File: src/rtl/pipe_buffer_pkg.sv
// pipe_buffer_pkg: shared operation encoding and sizing helpers for pipe_buffer.
package pipe_buffer_pkg;

  typedef enum logic [1:0] {
    OP_HOLD = 2'b00,
    OP_PUSH = 2'b01,
    OP_POP  = 2'b10,
    OP_BOTH = 2'b11
  } op_e;

  function automatic int ptr_width(input int depth);
    return (depth > 1) ? $clog2(depth) : 1;
  endfunction

endpackage

File: src/rtl/pipe_buffer_mem.sv
// pipe_buffer_mem: DEPTH x DATA_W register array, one write port, one async read port, no reset.
module pipe_buffer_mem #(
  parameter int DATA_W = 64,
  parameter int DEPTH  = 2,
  parameter int ADDR_W = 1
) (
  input  logic              clk,
  input  logic              we,
  input  logic [ADDR_W-1:0] waddr,
  input  logic [DATA_W-1:0] wdata,
  input  logic [ADDR_W-1:0] raddr,
  output logic [DATA_W-1:0] rdata
);

  logic [DATA_W-1:0] mem [DEPTH];

  always_ff @(posedge clk) begin
    if (we) mem[waddr] <= wdata;
  end

  assign rdata = mem[raddr];

endmodule

File: src/rtl/pipe_buffer.sv
// pipe_buffer: elastic DEPTH-entry valid/ready stage buffer with flush.
// Define PIPE_BUFFER_BYPASS_EN for a zero-latency path when the buffer is empty.
module pipe_buffer
  import pipe_buffer_pkg::*;
#(
  parameter int DATA_W = 64,
  parameter int DEPTH  = 2,
  parameter int CNT_W  = $clog2(DEPTH + 1)
) (
  input  logic              clk,
  input  logic              reset,
  input  logic              flush,
  input  logic              in_valid,
  input  logic [DATA_W-1:0] in_data,
  output logic              in_ready,
  output logic              out_valid,
  output logic [DATA_W-1:0] out_data,
  input  logic              out_ready,
  output logic [CNT_W-1:0]  count
);

  localparam int PTR_W = ptr_width(DEPTH);

  logic [PTR_W-1:0]  head, tail;
  logic [DATA_W-1:0] rdata;
  logic              stored, push, pop;
  op_e               op;

  function automatic logic [PTR_W-1:0] next_ptr(input logic [PTR_W-1:0] p);
    return (p == PTR_W'(DEPTH - 1)) ? '0 : p + 1'b1;
  endfunction

  // in_ready ignores out_ready, so a full buffer never pushes even while popping
  assign in_ready = !flush && (count < CNT_W'(DEPTH));
  assign stored   = !flush && (count != '0);
  assign pop      = stored && out_ready;

`ifdef PIPE_BUFFER_BYPASS_EN
  logic bypass;
  assign bypass    = !reset && !flush && in_valid && (count == '0);
  assign out_valid = stored || bypass;
  assign out_data  = bypass ? in_data : rdata;
  assign push      = in_valid && in_ready && !(bypass && out_ready);
`else
  assign out_valid = stored;
  assign out_data  = rdata;
  assign push      = in_valid && in_ready;
`endif

  always_comb begin
    op = push ? (pop ? OP_BOTH : OP_PUSH) : (pop ? OP_POP : OP_HOLD);
  end

  always_ff @(posedge clk) begin
    if (reset || flush) begin
      head  <= '0;
      tail  <= '0;
      count <= '0;
    end else begin
      if (push) tail <= next_ptr(tail);
      if (pop) head <= next_ptr(head);
      count <= (op == OP_PUSH) ? count + 1'b1 : (op == OP_POP) ? count - 1'b1 : count;
    end
  end

  pipe_buffer_mem #(
    .DATA_W(DATA_W),
    .DEPTH (DEPTH),
    .ADDR_W(PTR_W)
  ) u_mem (
    .clk  (clk),
    .we   (push),
    .waddr(tail),
    .wdata(in_data),
    .raddr(head),
    .rdata(rdata)
  );

endmodule
File: config.mk
export PLATFORM = sky130hd
export DESIGN_NAME = pipe_buffer
export DESIGN_NICKNAME = d
export VERILOG_FILES = /design/src/rtl/pipe_buffer_pkg.sv /design/src/rtl/pipe_buffer_mem.sv /design/src/rtl/pipe_buffer.sv
export SDC_FILE = /design/constraint.sdc
export NUM_CORES = 1
export LEC_CHECK = 0
export ABC_AREA = 1
export ABC_CLOCK_PERIOD_IN_PS = 5600
export CAP_MARGIN = 10
export CORE_MARGIN = 2
export CORE_UTILIZATION = 30
export DETAILED_ROUTE_END_ITERATION = 10
export DONT_BUFFER_PORTS = 1
export GPL_ROUTABILITY_DRIVEN = 0
export PLACE_DENSITY = 0.45
export REMOVE_ABC_BUFFERS = 1
export SLEW_MARGIN = 25
export SYNTH_ARGS = -nofsm -noshare
export SYNTH_HDL_FRONTEND = slang
export SYNTH_SLANG_ARGS = --single-unit
File: constraint.sdc
create_clock -name clk -period 5.6 [get_ports clk]
set_clock_uncertainty 0.1 [all_clocks]
set_input_delay 0.56 -clock clk [delete_from_list [all_inputs] [get_ports clk]]
set_output_delay 0.56 -clock clk [all_outputs]
set_load 0.1 [all_outputs]
* Word-level counts from Yosys, hierarchy flattened
Memories as Yosys holds them, arrays and structs flattened. A register that Yosys moved wholly into a read port is not among the register bits.
Index checks and enable logic that the tools add are counted.
W data, S select, Z words.
** Cells by class
- Reduce and logical (&&, ||, !) cells :: 8
- Add/sub/neg operators :: 4
- Eq/ne operators :: 2
- Muxes and demuxes :: 11
- $lt $le $gt $ge :: 1
** Operator list (number)
- $mux W2 :: 5
- $mux W1 :: 6
- $logic_and A1 B1 Y1 :: 4
- $reduce_bool A2 Y1 :: 2
- $add A1 B1 Y1 const B :: 2
- $add A2 B1 Y2 const B :: 1
- $eq A2 B1 Y1 const B :: 1
- $eq A2 B2 Y1 const B :: 1
- $lt A2 B2 Y1 const B :: 1
- $sub A2 B1 Y2 const B :: 1
- $logic_not A1 Y1 :: 1
- $logic_or A1 B1 Y1 :: 1
** Storage, ports and cells
- Bits in writable memories :: 128
- Memories :: 1
- Register bits :: 4
- Output and inout port bits :: 68
- Input bits :: 69
** Memory list
- u_mem.mem :: words 2, bits a word 64, rd ports 1, clocked after Yosys merged registers in 1, wr ports 1, line pipe_buffer_mem.sv:15 : logic [DATA_W-1:0] mem [DEPTH];

* Longest topological paths before layout
- Depth in word-level cells :: 8
- Mapped depth :: 10

* Modules after synthesis
Synthesis repeated with hierarchy kept, for this count alone.
** Second synthesis, totals
- Cells, all modules :: 374
- Area total of the unflattened synthesis :: 4942.2 um^2
** Modules (own cells, without submodules)
- pipe_buffer_mem :: seq. area each 3843.7 um^2, area each 4703.3 um^2, times used 1, cells each 338
- pipe_buffer :: seq. area each 80.1 um^2, area each 239.0 um^2, times used 1, cells each 36

* Worst setup path before layout
Ideal clock, no wire load.
- Path kind :: register to register
- Start point :: reg count[1]
- End point :: mem u_mem.mem[0][0], enable pin
- Stages on the path, launching flop included :: 4
- Period minus slack after synthesis :: 5733 ps
- Data arrival time :: 5147 ps
- Setup time :: 486 ps
- Slack :: -133 ps
- Path through :: dfxtp_1 -> nor2_1 -> nand2_1 -> nor2_1
** Between the ends
- Cells in the longest elaborated chain, start to end :: 5
** Ends and longest elaborated chain
- start, declared :: line pipe_buffer.sv:19 : output logic [CNT_W-1:0] count
- start signal, assigned :: line pipe_buffer.sv:62 : count <= (op == OP_PUSH) ? count + 1'b1 : (op == OP_POP) ? count - 1'b1 : count;
- $lt A2 B2 Y1 :: line pipe_buffer.sv:34 : assign in_ready = !flush && (count < CNT_W'(DEPTH));
- $logic_and A1 B1 Y1 :: line pipe_buffer.sv:34
- named net in_ready :: line pipe_buffer.sv:15 : output logic in_ready,
- $logic_and A1 B1 Y1 :: line pipe_buffer.sv:47 : assign push = in_valid && in_ready;
- $mux W1 :: line pipe_buffer_mem.sv:18 : if (we) mem[waddr] <= wdata;
- $mux W1 (not written as such) :: line pipe_buffer_mem.sv:18
- end, declared :: line pipe_buffer_mem.sv:15
The timed path passes the listed nets, and every way through them passes these cells.

* Final worst setup path
- Start point :: reg count[1]
- End point :: mem u_mem.mem[1][33], enable pin
** Between the ends
- Cells in the longest elaborated chain, start to end :: 5
** Ends and longest elaborated chain (line)
- $lt A2 B2 Y1 :: pipe_buffer.sv:34
- $logic_and A1 B1 Y1 :: pipe_buffer.sv:34
- $logic_and A1 B1 Y1 :: pipe_buffer.sv:47
- $mux W1 :: pipe_buffer_mem.sv:18
- $mux W1 (not written as such) :: pipe_buffer_mem.sv:18
Every way passes these cells.

==> results.py <==
metrics = {
    "die": {
        "coreArea_um2": 17100,
        "start_util": 0.303,
        "dieArea_um2": 18300,
        "die_x_um": 135,
        "num_rows": 48,
        "ioPinCount": 137,
        "die-height_um": 135,
    },
    "final_layout": {
        "drive_gt1_frac": 0.369,
        "seqCellArea_um2": 3950,
        "area_growth_pct": 14.6,
        "antenna_cells": 0,
        "fin_nets": 325,
        "final-instance-count-excl-fill": 493,
        "multi_input_area_um2": 1100,
        "n_fill_cell": 1609,
    },
    "sta": {
        "max_freq_mhz": 284,
        "rsz0062_at_grt": "no",
        "setup_violations": 0,
        "whs_ns": 0.117,
        "slew_headroom": 0.271,
        "final_max_slew_viol_count": 0,
        "period_minus_slack_ns": 3.53,
        "worst_pin_slew_ns": 1.09,
        "period_share": 0.630,
        "setup_ws_ns": 2.07,
        "hold_viol_final": 0,
    },
    "detailed_routing": {
        "routed-via-count": 2084,
        "drt-vias-per-instance": 4.23,
        "drc_errors": 0,
        "antenna_left": 0,
        "drtIter0Drc": 120,
        "drt-pass1-iter-count": 4,
        "wl_per_cell_um": 18.0,
        "drt-total-wl_um": 8890,
    },
    "clock_tree": {
        "cts-htree-levels": 4,
        "insertion_delay_ns": 0.41,
        "clk_pin_slew_worst_paths_ns": 0.05,
        "cts-root-buf": "clkbuf_16",
        "cts_tree": "yes",
        "post_cts_buffers": 0,
        "ctsResizeCount": 0,
        "cts_made_buffers": 17,
        "ctsHoldBuffers": 0,
        "cts_buffer_depth": 2,
        "cts_sinks": 133,
    },
    "power_and_ir_drop": {
        "p_per_area_nw_per_um2": 406,
        "finalPower_mw": 2.41,
        "p_leak_nw": 2.01,
        "peakVddDrop_uv": 203,
    },
    "synthesis": {
        "ys_top_cells_by_count": "edfxtp_1, mux2_4, inv_1",
        "yosysMostFrequentCell": "edfxtp_1",
        "syn_inst": 240,
        "yosysSeqAreaShare": 0.761,
        "synthTopCellsByArea": "edfxtp_1, mux2_4, buf_12, dfxtp_1, mux2_2",
        "yosys_warnings": 0,
        "netlist.area_leader.share": 0.742,
        "synth_cell_types": 16,
        "yosys.area.top_type": "edfxtp_1",
        "syn-cell-area_um2": 5180,
        "ys_ff_latch": 133,
        "synth_area_per_cell_um2": 21.6,
        "synthArstFlopShare": 0,
        "ys.flop_type": "edfxtp_1",
        "synth_edf_count": 128,
    },
    "global_routing": {
        "antenna_found_initial": 0,
        "grt_pass1_vias": 2220,
        "grt_max_degree": 65,
        "grt_usage": 0.100,
        "global_route.usage.met1": 0.0959,
        "grt_pass1_wl_um": 13000,
        "grtUsageMet3": 0.0793,
        "use_met2": 0.152,
        "gr-total-overflow": 0,
        "top_usage_layer": "met2",
    },
    "worst_setup_path": {
        "reg2reg_to": "u_mem.mem[1][33]",
        "critPathKind": "reg -> reg",
        "r2r_setup_slack_ns": 2.07,
        "regToRegStartpoint": "count[1]",
        "endpoint_kind": "register",
        "critical_path_arrival_ns": 3.46,
        "crit_start": "count[1]",
        "crit_fanout": 64,
        "r2r.worst_path.cells": 4,
        "required_ns": 5.53,
        "startpoint_type": "register",
        "crit_end": "u_mem.mem[1][33]",
    },
    "placed_design": {
        "dp_slack_ns": 2.06,
        "place_hpwl_um": 5490,
        "portBuffers": 0,
        "dp_cells": 461,
    },
    "flow_run": {
        "drv_cap": 0,
    },
    "worst_hold_path": {
        "hold_class": "in -> reg",
    },
    "outcome": {
        "status": "finished, final reports clean",
    },
}
-- report_power, final --
part / total (mW) / internal (mW) / switching (mW)
clock network: 1.03 / 0.645 / 0.383
registers: 1.14 / 1.12 / 0.0136
logic: 0.242 / 0.0375 / 0.205
-- logic make-up (layout without fill, tap and decap cells) --
logic type               Yosys count  after routing  synth area share
flip-flops                       133            133             0.761
multiplexers                      64             64             0.183
AND/OR/NAND/NOR                   22             22            0.0176
buffers and inverters             17             45            0.0326
AO/OA/AOI/OAI                      2              2           0.00193
adder cells (fa/ha/maj)            1              1           0.00241
XOR/XNOR                           1              1           0.00169
-- worst min path at each step --
stage / startpoint / end / slack (ns) / depth (start not counted)
floorplan: tail / tail / 0.38 / 2
global placement: head / register / 0.42 / 4
detailed placement: head / register / 0.43 / 4
CTS: reset / count[0] / 0.1 / 1
global route: reset / count[0] / 0.10 / 1
finish: reset / count[0] / 0.12 / 1
-- per-stage QoR --
| stage | util | setup TNS, ns | area [um^2] |
|---|---|---|---|
| detailed placement | 0.315 | 0 | 5390 |
| global placement | 0.314 | 0 | 5380 |
| global route | 0.347 | 0 | 5940 |
| CTS | 0.347 | 0 | 5940 |
| finish | 0.347 | 0 | 5940 |
| floorplan | - | -17.07 | 5050 |
-- per-layer routing --
| layer | vias to the layer above | share of wire |
|---|---|---|
| li1 | 950 | - |
| met1 | 1014 | 0.36 |
| met2 | 103 | 0.47 |
| met3 | 17 | 0.15 |
| met4 | 0 | 0.024 |
| met5 | - | 0 |
-- state kept, by name (all words and copies together) (netlist names), named ones only --
name / cells
count: 2
u_mem.mem: 128
tail: 1
head: 1
-- cells in the final DEF, fill, tap and decap left out --
cell type and instances:
xor2_1 1, clkinv_2 6, dfxtp_4 1, nand3_1 2, o21ai_0 1, bufinv_16 2, ha_1 1, clkinvlp_4 2
nor2_4 2, edfxtp_1 128, dfxtp_1 4, inv_1 10, nand2_1 8, nand4_1 2, mux2_4 60, clkbuf_1 3
nor2_1 6, clkbuf_16 17, mux2_2 4, nor2_2 1, buf_4 3, nor3_1 1, clkinv_1 2, a21oi_4 1
-- critical path, cell delays in order (launching register included) --
cell and delay [ns]:
dfxtp_1 0.68, nor2_2 1.02, nand2_1 0.40, nor2_4 0.16, buf_4 0.70
-- layout make-up --
type / instances / area share
Multi-Input combinational cell: 90 / 0.185
Clock inverter: 12 / 0.0190
Tap cell: 225 / 0.0474
Clock buffer: 20 / 0.0736
Inverter: 10 / 0.00632
Timing Repair Buffer: 3 / 0.00379
Sequential cell: 133 / 0.665
(Power assumes the default switching activity.)
